<file path="config.mk">
export PLATFORM = sky130hd
export DESIGN_NAME = imem_loader
export DESIGN_NICKNAME = d
export VERILOG_FILES = /design/src/rtl/imem_loader.sv
export SDC_FILE = /design/constraint.sdc
export NUM_CORES = 1
export LEC_CHECK = 0
export CAP_MARGIN = 25
export CORE_ASPECT_RATIO = 0.7
export CORE_MARGIN = 8
export CORE_UTILIZATION = 59
export CTS_CLUSTER_DIAMETER = 120
export DETAILED_ROUTE_END_ITERATION = 8
export GPL_TIMING_DRIVEN = 0
export PLACE_DENSITY = 0.85
export SETUP_SLACK_MARGIN = 0.2
export SKIP_CTS_REPAIR_TIMING = 1
export SLEW_MARGIN = 20
export SYNTH_ARGS = -nofsm -noshare
export SYNTH_HDL_FRONTEND = slang
export SYNTH_SLANG_ARGS = --single-unit
</file>
<file path="constraint.sdc">
create_clock -name clk -period 4.52 [get_ports clk]
set_clock_uncertainty 0.1 [all_clocks]
set_input_delay 0.678 -clock clk [delete_from_list [all_inputs] [get_ports clk]]
set_output_delay 0.678 -clock clk [all_outputs]
set_load 0.1 [all_outputs]
</file>
<file path="src/rtl/imem_loader.sv">
// imem_loader: write side of the instruction memory.
// Receives a byte stream over valid/ready. The stream carries, in order:
//   - a 32-bit little-endian word count N,
//   - N program words,
//   - a 32-bit XOR checksum C.
// Program words go to consecutive inst_mem word addresses from 0. When C
// matches, cpu_run releases the core.
// Ports:
//   clk, reset         system clock, synchronous active-high reset
//   start              1-cycle pulse that begins a load session
//   in_byte/in_valid   stream byte and its valid
//   in_ready           loader accepts a byte this cycle (HEADER/LOAD/CHECK)
//   mem_we/mem_addr/mem_wdata  inst_mem write port (1-cycle pulse per word)
//   cpu_run            program loaded and verified
//   busy               session in progress
//   error/err_code     sticky failure flag; 1 = bad length, 2 = checksum mismatch
//   words_loaded       words written this session
module imem_loader #(
    parameter int unsigned ADDR_W = 6,
    parameter int unsigned DEPTH  = 64
) (
    input  logic              clk,
    input  logic              reset,
    input  logic              start,
    input  logic [7:0]        in_byte,
    input  logic              in_valid,
    output logic              in_ready,
    output logic              mem_we,
    output logic [ADDR_W-1:0] mem_addr,
    output logic [31:0]       mem_wdata,
    output logic              cpu_run,
    output logic              busy,
    output logic              error,
    output logic [1:0]        err_code,
    output logic [ADDR_W:0]   words_loaded
);

    localparam int unsigned WL_W = ADDR_W + 1;

    typedef enum logic [2:0] {
        S_IDLE,
        S_HEADER,
        S_LOAD,
        S_CHECK,
        S_DONE,
        S_ERROR
    } state_t;

    state_t            state_q, state_d;
    logic [1:0]        byte_idx;
    logic [23:0]       word_q;     // previously accepted bytes of the current word
    logic [31:0]       csum;
    logic [WL_W-1:0]   len_q;
    logic [1:0]        err_code_d;

    logic              accept;
    logic              last_byte;
    logic [31:0]       word_asm;   // word completed by the byte on in_byte
    logic              len_ok;
    logic              clear;
    logic              wr_word;

    // Next-state and per-cycle control decode.
    always_comb begin
        state_d    = state_q;
        err_code_d = err_code;
        clear      = 1'b0;
        wr_word    = 1'b0;
        accept     = in_valid && in_ready;
        last_byte  = accept && (byte_idx == 2'd3);
        // The newest byte lands in [31:24]; earlier bytes have shifted down.
        word_asm   = {in_byte, word_q};
        len_ok     = (word_asm != 32'd0) && (word_asm <= 32'(DEPTH));

        case (state_q)
            S_IDLE: begin
                if (start) begin
                    state_d    = S_HEADER;
                    clear      = 1'b1;
                    err_code_d = 2'd0;
                end
            end
            S_HEADER: begin
                if (last_byte) begin
                    if (len_ok) begin
                        state_d = S_LOAD;
                    end else begin
                        state_d    = S_ERROR;
                        err_code_d = 2'd1;
                    end
                end
            end
            S_LOAD: begin
                if (last_byte) begin
                    wr_word = 1'b1;
                    if ((words_loaded + WL_W'(1)) == len_q) begin
                        state_d = S_CHECK;
                    end
                end
            end
            S_CHECK: begin
                if (last_byte) begin
                    if (word_asm == csum) begin
                        state_d = S_DONE;
                    end else begin
                        state_d    = S_ERROR;
                        err_code_d = 2'd2;
                    end
                end
            end
            S_DONE, S_ERROR: begin
                if (start) begin
                    state_d    = S_HEADER;
                    clear      = 1'b1;
                    err_code_d = 2'd0;
                end
            end
            default: begin
                state_d = S_IDLE;
            end
        endcase
    end

    // State, datapath and registered outputs.
    always_ff @(posedge clk) begin
        if (reset) begin
            state_q      <= S_IDLE;
            byte_idx     <= 2'd0;
            word_q       <= 24'd0;
            csum         <= 32'd0;
            len_q        <= '0;
            in_ready     <= 1'b0;
            mem_we       <= 1'b0;
            mem_addr     <= '0;
            mem_wdata    <= 32'd0;
            cpu_run      <= 1'b0;
            busy         <= 1'b0;
            error        <= 1'b0;
            err_code     <= 2'd0;
            words_loaded <= '0;
        end else begin
            state_q  <= state_d;
            err_code <= err_code_d;
            in_ready <= (state_d == S_HEADER) || (state_d == S_LOAD) || (state_d == S_CHECK);
            busy     <= (state_d == S_HEADER) || (state_d == S_LOAD) || (state_d == S_CHECK);
            cpu_run  <= (state_d == S_DONE);
            error    <= (state_d == S_ERROR);
            mem_we   <= 1'b0;

            if (accept) begin
                byte_idx <= byte_idx + 2'd1;
                word_q   <= word_asm[31:8];
            end

            if ((state_q == S_HEADER) && last_byte && len_ok) begin
                len_q <= word_asm[WL_W-1:0];
            end

            // Write lands one cycle after the 4th byte; mem_addr holds afterwards.
            if (wr_word) begin
                mem_we       <= 1'b1;
                mem_addr     <= words_loaded[ADDR_W-1:0];
                mem_wdata    <= word_asm;
                words_loaded <= words_loaded + WL_W'(1);
                csum         <= csum ^ word_asm;
            end

            if (clear) begin
                byte_idx     <= 2'd0;
                csum         <= 32'd0;
                words_loaded <= '0;
            end
        end
    end

endmodule

</file>
==> out/results.tsv, run 1 <==
metric	value	unit
outcome	finished, final reports clean	
Post-synth EDFFs	0	
count leader, synth	nand2_1	
CP Max Fanout	5	
Die W	123	um
ANT nets after route	0	
LEAKAGE	2.16	nW
Final WS setup	1.55	ns
fin. max-slew vios	0	
vias per cell	5.81	
die area	0.0112	sq mm
Worst-path clk slew	0.05	ns
drt drc	0	
Setup Total Neg Slack	0	ns
total core area	0.00784	sq mm
Peak supply drop	456	uV
I/O Pins	64	
First DRT Iteration DRCs	443	
Final Hold Vio Count	0	
post-DR wirelength/cell	17.9	um
synth warn	0	
critical path launch point type	primary input	
total global-route track usage	24.4	%
Post-synth top cells	nand2_1 (137), dfxtp_1 (119), a21oi_1 (68)	
Worst EP arrival	3.13	ns
pwr dens	427	mW/mm^2
#FFs+latches synth	119	
final period utilization	65.6	%
share of post-route cells with drive strength above 1	5.05	%
DP HPWL	8950	um
CTS tree	yes	
Syn-to-layout area delta	29.6	%
Yosys top cell by area	dfxtp_1	
FFs w/ async S/R, synth	0	%
Final setup viols	0	
Top FF cell, synth	dfxtp_1	
H-tree Lvls	4	
Syn Nets	572	
worst slew pin tran	0.998	ns
unrepaired setup endpoints after global routing	false	
Synth cell types	34	
top cell type's share of synthesized area	50.1	%
CTS sink cnt	119	
CTS root buf	clkbuf_16	
Ant. Diodes	0	
max-cap violation count	0	
CP endpoint kind	register	
Setup Crit Path Kind	primary input to register	
Post-Route WL	13500	um
Mapped Area	0.00475	sq mm
Initial Utilization	60.6	%
Worst slew margin	33.2	%
Critical Path RT	4.69	ns
syn_area_per_cell	8.52	sq um
via count	4380	
worst slack, placed	1.36	ns
PortBufs	63	
Hold WC Path Type	register to register	
f_max	337	MHz
Final nets	654	
total gr overflow	0	
total iterations of the first detailed-routing run	5	
CTS Buf Count	17	
first-pass GRT wire length	21600	um
Placer Congestion	0.922	
row count	27	
DIE HEIGHT	91.1	um
vias in the first global route	4295	
top cells by area, synth	dfxtp_1 (50%), nand2_1 (11%), xnor2_1 (7.7%)	
largest net degree at the start of global routing	17	
fin crit period	2.97	ns
Syn Inst Count	558	
antenna violations before repair	0	
Clk Latency, worst-skew pair	0.41	ns
sequential-to-total area share from yosys stat	50.1	%
CTS Buffer Depth	2	
logic make-up after synthesis:
family          after synthesis  share of synthesized area (%)
compound gates               83                           9.48
xor+xnor                     79                           14.6
fa+ha+maj                     2                          0.527
buf+inv                      33                           2.69
flops                       119                           50.1
mux                           7                           1.47
simple gates                235                           21.1
per-stage QoR:
step	util [%]	hold WS (ns)	instance area, sq um	total power [mW]	instances
floorplan	-	0.340	4750	1.14	558
global placement	70.3	0.343	5510	1.17	722
detailed placement	70.3	0.346	5510	1.17	722
CTS	78.6	0.353	6160	2.63	754
global route	78.6	0.369	6160	2.69	754
finish	78.6	0.351	6160	2.63	754
layout make-up:
type | count | area (sq um)
buffer | 29 | 113
clock buffer | 23 | 478
clock inverter | 9 | 170
fill | 523 | 1680
inverter | 4 | 15.0
multi-input combinational | 406 | 2240
sequential | 119 | 2380
tap | 101 | 126
timing repair buffer | 63 | 631
power by group:
part	total (mW)	switching, mW	internal (mW)
Sequential	1.07	0.00913	1.06
Clock	1.47	0.455	1.02
Combinational	0.0922	0.0639	0.0283
critical path, stage by stage:
cell and delay, ns:
clkdlybuf4s50_1 0.53, nor4_1 0.52, nand4_1 0.24, nor4_4 0.50, a211oi_1 0.20, a211oi_2 0.32
a211oi_1 0.14
flip-flops by register name, summed over array words and instances (netlist names):
register / count
err_code: 2
cpu_run: 1
mem_addr: 6
state_q: 3
mem_wdata: 32
word_q: 24
error: 1
csum: 32
byte_idx: 2
words_loaded: 7
len_q: 7
mem_we: 1
busy: 1
layer usage:
layer / vias up / global-route usage, % / share of wire (%)
li1: 2015 / - / -
met1: 2079 / 30.2 / 40
met3: 38 / 9.15 / 12
met5: - / 0 / 0
met4: 0 / 11.2 / 2.7
met2: 248 / 36.8 / 45
cells in the final DEF, fill, tap and decap left out, types with 5 or more instances in the layout:
| master | synthesis | final |
|---|---|---|
| a21oi_1 | 68 | 68 |
| bufinv_16 | 0 | 5 |
| clkbuf_1 | 26 | 29 |
| clkbuf_16 | 0 | 17 |
| clkdlybuf4s50_1 | 0 | 63 |
| dfxtp_1 | 119 | 119 |
| mux2i_1 | 7 | 7 |
| nand2_1 | 137 | 137 |
| nand3_1 | 6 | 6 |
| nand4_1 | 11 | 11 |
| nor2_1 | 54 | 54 |
| nor4_1 | 9 | 9 |
| xnor2_1 | 42 | 42 |
| xor2_1 | 37 | 37 |
final timing paths:
| check | start | end | slack [ns] | depth (start not counted) |
|---|---|---|---|---|
| hold / removal | mem_addr[0]$_SDFFE_PP0P_ | mem_addr[0]$_SDFFE_PP0P_ | 0.35 | 2 |
| hold reg to reg | mem_addr[0]$_SDFFE_PP0P_ | mem_addr[0]$_SDFFE_PP0P_ | 0.35 | 2 |
| setup / recovery | in_byte[0] | busy$_SDFF_PP0_ | 1.55 | 7 |
| setup reg to reg | word_q[23]$_SDFFE_PP0P_ | busy$_SDFF_PP0_ | 1.96 | 6 |
Note: power is estimated with default switching activity, not from simulation.
==> run 2: changes to the inputs <==
CORE_UTILIZATION = 54   (was 59)
PLACE_DENSITY = 0.79   (was 0.85)
clock period = 3 ns   (was 4.52 ns; I/O delays follow)
==> run 2 against run 1 <==
  * Sequential power grew 50%
  * Largest power group unchanged
  * Global-route usage shrank 1.5 points
  * Register-to-register slack lost 1.5 ns
  * Total power grew 39%
  * Critical endpoint is now len_q[1]$_SDFFE_PP0P_
  * Wire length shrank 0.33%
  * Hold slack lost 0.0013 ns
==> out/results.tsv, run 2 (same netlist as run 1, synthesis figures left out) <==
metric	value	unit	change
Critical Path RT	3.18	ns	-1.51 ns
DIE HEIGHT	94.5	um	+3.7%
Ant. Diodes	0		unchanged
DP HPWL	9310	um	+4.1%
unrepaired setup endpoints after global routing	false		
ANT nets after route	0		unchanged
Peak supply drop	366	uV	-20%
vias in the first global route	4063		-5.4%
Non-Filler Instances	772		+2.4%
antenna violations before repair	0		unchanged
via count	4237		-3.3%
worst slew pin tran	0.996	ns	-0.00185 ns
CP cell instances	clkdlybuf4s50_1, nor4_1, nand4_1, nor4_4, nand3_2, mux2i_1, nor2_1		
Comb power frac	3.8	%	+0.3 points
CTS root buf	clkbuf_16		
total iterations of the first detailed-routing run	5		unchanged
f_max	367	MHz	
Final nets	655		+0.15%
largest net degree at the start of global routing	17		unchanged
die area	0.0121	sq mm	+7.8%
worst slack, placed	-0.0891	ns	-1.45 ns
H-tree Lvls	4		unchanged
max-cap violation count	0		unchanged
drt drc	0		unchanged
PortBufs	63		unchanged
multi-input logic area	0.00225	sq mm	+0.22%
vias per cell	5.49		-5.5%
CTS sink cnt	119		unchanged
total gr overflow	0		unchanged
Clk Latency, worst-skew pair	0.42	ns	about the same
pwr dens	598	mW/mm^2	+40%
Hold WC Path Type	register to register		
Finished Core Util	71.6	%	-6.9 points
Die W	128	um	+3.9%
LEAKAGE	2.12	nW	-1.8%
Setup Total Neg Slack	0	ns	unchanged
Power Internal	2.87	mW	+37%
most common cell after layout, fill and taps aside	nand2_1		
clock share of power	52.2	%	-3.8 points
filler cell count	654		+25%
CP endpoint kind	register		
register area	0.00238	sq mm	unchanged
post-DR wirelength/cell	17.4	um	-2.7%
Switch Pwr	0.779	mW	+48%
row count	28		+3.7%
placed cell count	741		+2.6%
First DRT Iteration DRCs	463		+4.5%
CTS tree	yes		
fin. max-slew vios	0		unchanged
Worst-path clk slew	0.05	ns	about the same
share of post-route cells with drive strength above 1	4.91	%	-0.15 points
Placer Congestion	0.882		-4.4%
fin crit period	2.72	ns	
Setup Crit Path Kind	primary input to register		
Worst slew margin	33.4	%	+0.12 points
critical path launch point type	primary input		
Syn-to-layout area delta	28.3	%	
CTS Buffer Depth	2		unchanged
Slowest cell on crit path	clkdlybuf4s50_1		
Largest regs	csum x32, mem_wdata x32, word_q x24		
final period utilization	90.8	%	
I/O Pins	64		unchanged
first-pass GRT wire length	21200	um	-2.0%
total global-route track usage	22.9	%	-1.5 points
Post-Route WL	13400	um	-0.33%
CP Max Fanout	7		+2
Net Sw Frac	21.3	%	+1.3 points
outcome	finished, final reports clean		
Worst path max stage delay	0.52	ns	about the same
total core area	0.00851	sq mm	+8.6%
Worst EP arrival	2.91	ns	-0.22 ns
Final setup viols	0		unchanged
CTS Buf Count	17		unchanged
Final WS setup	0.276	ns	-1.28 ns
WHS	0.350	ns	-0.00126 ns
most frequent cells in the layout	nand2_1 (137), dfxtp_1 (119), a21oi_1 (68)		
Final Hold Vio Count	0		unchanged
Initial Utilization	55.8	%	-4.8 points
sequential group share of total power	44.0	%	+3.5 points
run 2: metal layers:
metal	routed length, um	track usage [%]
met4	282	10.2
met1	5960	28.9
met5	0	0
met2	5980	36.2
met3	1190	6.47
run 2: final cells by class:
cell class | instances | area share, %
Clock buffer | 27 | 8.41
Clock inverter | 3 | 0.657
Inverter | 4 | 0.246
Tap cell | 120 | 2.46
Multi-Input combinational cell | 406 | 36.9
Buffer | 29 | 1.87
Sequential cell | 119 | 39.1
Timing Repair Buffer | 64 | 10.4
run 2: final timing paths:
kind | from | to | slack (ns) | cells past startpoint
worst max-delay path | in_byte[7] | len_q[1]$_SDFFE_PP0P_ | 0.28 | 7
worst min-delay path | mem_wdata[25]$_SDFFE_PP0P_ | mem_wdata[25]$_SDFFE_PP0P_ | 0.35 | 2
worst max register to register | word_q[23]$_SDFFE_PP0P_ | len_q[1]$_SDFFE_PP0P_ | 0.48 | 6
worst min register to register | mem_wdata[25]$_SDFFE_PP0P_ | mem_wdata[25]$_SDFFE_PP0P_ | 0.35 | 2
run 2: power groups by stage:
stage | combinational (mW) | sequential [mW] | clock (mW)
after floorplan | 0.0737 | 1.64 | 0
after global placement | 0.130 | 1.64 | 0
after detailed placement | 0.132 | 1.64 | 0
after CTS | 0.134 | 1.60 | 1.91
after global routing | 0.147 | 1.60 | 1.99
final | 0.139 | 1.61 | 1.90
run 2: worst max-delay path, delay by kind of cell:
kind	cells	cell delay, ns
AND/OR/NAND/NOR	5	1.63
buffers and inverters	1	0.52
multiplexers	1	0.29
run 2: metrics by stage:
stage,cell area [sq um],power [mW]
after floorplan,4750,1.71
after global placement,5530,1.77
after detailed placement,5530,1.77
after CTS,6090,3.65
after global routing,6100,3.74
final,6100,3.65
==> run 3: changes to the inputs <==
PLACE_DENSITY = 0.77   (was 0.79)
==> run 3 against run 2 <==
  * Highest routed layer unchanged
  * Sequential power barely moved
  * Hold slack better by 0.0016 ns
  * Sequential share of layout area rose by 0.16 points
  * Fmax increased by 2.8%
  * Utilization shrank 0.29 points
==> out/results.tsv, run 3 (same netlist as run 1, synthesis figures left out) <==
metric	value	unit	change
outcome	finished, final reports clean		
antenna violations before repair	0		unchanged
share of post-route cells with drive strength above 1	5.08	%	+0.18 points
Switch Pwr	0.760	mW	-2.3%
Worst-path clk slew	0.05	ns	about the same
vias per cell	5.39		-1.8%
Setup Crit Path Kind	register to primary output		
CTS root buf	clkbuf_16		
CP endpoint kind	primary output		
Power Internal	2.79	mW	-2.7%
ANT nets after route	0		unchanged
Net Sw Frac	21.4	%	+0.059 points
DP HPWL	9160	um	-1.7%
unrepaired setup endpoints after global routing	false		
Peak supply drop	428	uV	+17%
pwr dens	585	mW/mm^2	-2.2%
Worst EP arrival	2.10	ns	-0.81 ns
PortBufs	63		unchanged
Syn-to-layout area delta	27.8	%	
first-pass GRT wire length	20300	um	-3.8%
die area	0.0121	sq mm	unchanged
post-DR wirelength/cell	16.4	um	-5.6%
LEAKAGE	2.11	nW	-0.35%
Clk Latency, worst-skew pair	0.42	ns	about the same
CP Max Fanout	6		-1
Final setup viols	0		unchanged
Hold WC Path Type	register to register		
worst slack, placed	0.0570	ns	+0.146 ns
fin. max-slew vios	0		unchanged
fin crit period	2.65	ns	-0.0755 ns
total core area	0.00851	sq mm	unchanged
row count	28		unchanged
Setup Total Neg Slack	0	ns	unchanged
worst slew pin tran	1.02	ns	+0.0202 ns
f_max	378	MHz	+2.8%
largest net degree at the start of global routing	17		unchanged
Placement Cell Area	0.00553	sq mm	unchanged
H-tree Lvls	4		unchanged
total global-route track usage	21.8	%	-1.1 points
CTS Buf Count	17		unchanged
most frequent cells in the layout	nand2_1 (137), dfxtp_1 (119), a21oi_1 (68)		
final period utilization	88.3	%	-2.5 points
Ant. Diodes	0		unchanged
CTS Buffer Depth	2		unchanged
Largest regs	csum x32, mem_wdata x32, word_q x24		
Final nets	654		-0.15%
WHS	0.352	ns	+0.00156 ns
placed cell count	741		unchanged
Slowest cell on crit path	clkdlybuf4s50_1		
Post-Route WL	12600	um	-5.9%
Final WS setup	0.351	ns	+0.0755 ns
Non-Filler Instances	769		-0.39%
Final Hold Vio Count	0		unchanged
Placer Congestion	0.907		+2.9%
total iterations of the first detailed-routing run	5		unchanged
CTS sink cnt	119		unchanged
max-cap violation count	0		unchanged
WP buf/inv	1		unchanged
Post-Layout Inst Area	0.00607	sq mm	-0.41%
CTS tree	yes		
clock share of power	51.0	%	-1.2 points
I/O Pins	64		unchanged
Worst path max stage delay	1.20	ns	+0.68 ns
Worst slew margin	31.7	%	-1.7 points
delay-heaviest family, CP	buffers and inverters		
DIE HEIGHT	94.5	um	unchanged
CP cell instances	clkdlybuf4s50_1		
most common cell after layout, fill and taps aside	nand2_1		
total gr overflow	0		unchanged
Die W	128	um	unchanged
Initial Utilization	55.8	%	unchanged
Comb power frac	3.9	%	about the same
critical path launch point type	register		
First DRT Iteration DRCs	447		-3.5%
vias in the first global route	3938		-3.1%
Critical Path RT	2.45	ns	-0.73 ns
sequential group share of total power	45.2	%	+1.2 points
drt drc	0		unchanged
via count	4144		-2.2%
-- run 3: path summary, 6_finish.rpt --
kind                                              startpoint                    endpoint  slack (ns)  cells after the start
worst max-delay path            words_loaded[0]$_SDFFE_PP0P_             words_loaded[0]        0.35                      1
worst min-delay path              mem_wdata[23]$_SDFFE_PP0P_  mem_wdata[23]$_SDFFE_PP0P_        0.35                      2
worst max register to register        word_q[3]$_SDFFE_PP0P_       len_q[0]$_SDFFE_PP0P_        0.58                      6
worst min register to register    mem_wdata[23]$_SDFFE_PP0P_  mem_wdata[23]$_SDFFE_PP0P_        0.35                      2
-- run 3: stage by stage --
step | power, mW | utilization, %
after floorplan | 1.71 | -
after global placement | 1.77 | 65.0
after detailed placement | 1.77 | 65.0
after CTS | 3.57 | 71.2
after global routing | 3.66 | 71.3
final | 3.55 | 71.3
-- run 3: metal layers --
| metal | global-route usage [%] | routed length (um) | up-vias |
|---|---|---|---|
| met5 | 0 | 0 | - |
| li1 | - | - | 2009 |
| met2 | 31.7 | 5380 | 176 |
| met1 | 27.7 | 5720 | 1931 |
| met4 | 9.06 | 228 | 0 |
| met3 | 9.85 | 1290 | 28 |
-- run 3: layout make-up --
| cell class | instances | area [sq um] |
|---|---|---|
| repair buffers | 63 | 631 |
| flip-flops and latches | 119 | 2380 |
| clock inverters | 4 | 20.0 |
| fillers | 696 | 2440 |
| inverters | 4 | 15.0 |
| clock buffers | 24 | 512 |
| plain buffers | 29 | 114 |
| multi-input cells | 406 | 2250 |
| well taps | 120 | 150 |
-- run 3: power by group through the flow --
stage	logic, mW	registers [mW]	clock network (mW)
CTS	0.134	1.60	1.83
detailed placement	0.132	1.64	0
global route	0.146	1.60	1.91
floorplan	0.0737	1.64	0
global placement	0.131	1.64	0
finish	0.137	1.60	1.81
==> patch (settings of run 2) <==
Make the reset (`reset`) asynchronous in one clocked block. Comments in the files are not updated.
--- a/src/rtl/imem_loader.sv
+++ b/src/rtl/imem_loader.sv
@@ -122,7 +122,7 @@
     end
 
     // State, datapath and registered outputs.
-    always_ff @(posedge clk) begin
+    always_ff @(posedge clk or posedge reset) begin
         if (reset) begin
             state_q      <= S_IDLE;
             byte_idx     <= 2'd0;
Check against the original RTL: differs if reset is asserted again (counterexample within 4 cycles, from zero or initial values and one cycle with reset high); with reset held inactive, the same outputs for 10 cycles.
==> patch against run 2 <==
Sequential cell count unchanged; area after synthesis increased by 11%; largest cell class unchanged; critical endpoint is now len_q[4]$_DFFE_PP0P_; setup slack got worse by 0.074 ns; sequential share of layout area increased by 5.5 points; wire length decreased by 0.23%; cell count decreased by 2.8%; cell area increased by 9.8%; register-to-register slack got worse by 0.28 ns.
Power is not compared: it rests on default switching activity, and its combinational part moved more than twofold at a synthesized area within 25%.
==> patch: results (changes against run 2) <==
Power and ir drop
  • Peak VDD IR: 0.386 mV
  • Power in combinational cells: 0.864 mW
  • Total power: 4.81 mW
  • P_seq: between 2 and 2.5 mW
  • Switching fraction of total power: 0.312

Place
  • I/O Buffers: 63 (unchanged)
  • Detail Placement HPWL: 9540 µm (was 9310 µm)
  • Dpl cells: 719 (was 741)
  • Gpl congestion: 0.837 (was 0.882)

Drt
  • Via density: 5.65 (was 5.49)
  • Met1 Wirelength: 5950 µm (was 5960 µm)
  • Initial drt markers: 327 (was 463)
  • DR WL/cell: 17.8 µm (was 17.4 µm)
  • Pre-antenna DRT Iters: 6 (was 5)
  • Routed wl met3: 1030 µm (was 1190 µm)
  • Met2 wire length: 6160 µm (was 5980 µm)
  • Top Layer Used: met4 (unchanged)

Clock tree
  • Total CTS buffers: 17 (unchanged)
  • H-tree Lvls: 4 (unchanged)
  • Root buf cell: clkbuf_16 (unchanged)

Synthesis
  • Yosys cell types: 35 (was 34)
  • Post-synth ARST share: 1.00 (was 0)
  • Top cells by count, synth: nand2_1, dfrtp_1, o21ai_0 (was nand2_1, dfxtp_1, a21oi_1)
  • Synth area leaders: dfrtp_1, nand2_1, o21ai_0 (was dfxtp_1, nand2_1, xnor2_1)
  • Ys flop type: dfrtp_1 (was dfxtp_1)
  • Avg Cell Area, Syn: 10.0 µm² (was 8.52 µm²)
  • Mapped Nets: 539 (was 572)
  • Post-synthesis sequential area ratio: 0.566 (was 0.501)

Cells and area
  • Layout cells sized above 1: 0.129 (was 0.0491)
  • Antenna diodes: 0 (unchanged)
  • Nets: 628 (was 655)
  • Biggest registers after layout: csum: 32 flops, mem_wdata: 32 flops, word_q: 24 flops (unchanged)
  • Non-filler cells, final: 750 (was 772)

Worst setup path
  • Crit path DAT: 2.99 ns (was 2.91 ns)
  • Crit Reg-Reg Endpoint: len_q[4]$_DFFE_PP0P_ (was len_q[1]$_SDFFE_PP0P_)
  • FF-to-FF setup slack: 0.20 ns (was 0.48 ns)
  • Worst r2r src: word_q[0]$_DFFE_PP0P_ (was word_q[23]$_SDFFE_PP0P_)
  • CP startpoint kind: flip-flop (was input port)
  • Critical-path maximum fanout: 8 (was 7)
  • Setup crit end kind: flip-flop (unchanged)

Hold path
  • Hold Crit Start: mem_wdata[3]$_DFFE_PP0P_ (was mem_wdata[25]$_SDFFE_PP0P_)
  • Hold Crit Endpoint: mem_wdata[3]$_DFFE_PP0P_ (was mem_wdata[25]$_SDFFE_PP0P_)

Timing
  • Hold_ws: 0.374 ns (was 0.350 ns)
  • Slew @ Worst Pin: 0.995 ns (was 0.996 ns)

Outcome
  • Status: completed (unchanged)

Global route
  • M1 GR Usage: 0.274 (was 0.289)
  • Pin count of the biggest net entering global routing: 35 (was 17)
  • Antenna violations before repair: 0 (unchanged)
  • GR Util met2: 0.316 (was 0.362)
  • First-pass GRT wire length: 22000 µm (was 21200 µm)
  • Tot GR Track Use: 0.211 (was 0.229)
  • Vias in the first global route: 4309 (was 4063)
  • Met3 usage: 0.0767 (was 0.0647)
patch: logic make-up after synthesis:
group / synth area share
compound gates: 0.0907
xor+xnor: 0.0766
fa+ha+maj: 0.00476
buf+inv: 0.0193
flops: 0.566
mux: 0.0664
simple gates: 0.176
patch: cell type report:
cell class                      count  area, µm²
Buffer                             21       88.8
Clock buffer                       21        460
Clock inverter                      6       55.1
Fill cell                         722       2880
Inverter                            5       22.5
Multi-Input combinational cell    380       2200
Sequential cell                   119       2980
Tap cell                          128        160
Timing Repair Buffer               70        723
patch: worst max-delay path: stages (launching register included):
cell	delay, ns
dfrtp_2	0.43
or4_4	0.55
o31a_1	0.25
or4_4	0.43
or3_4	0.38
nor2_8	0.20
mux2_2	0.36
patch: per-stage QoR:
step	util	area, µm²	setup TNS, ns	setup slack [ns]
floorplan	-	5260	0	0.284
global placement	0.632	6050	-5.98	-0.227
detailed placement	0.639	6110	-2.93	-0.267
CTS	0.692	6630	0	0.0977
global route	0.700	6700	0	0.155
finish	0.700	6700	0	0.201
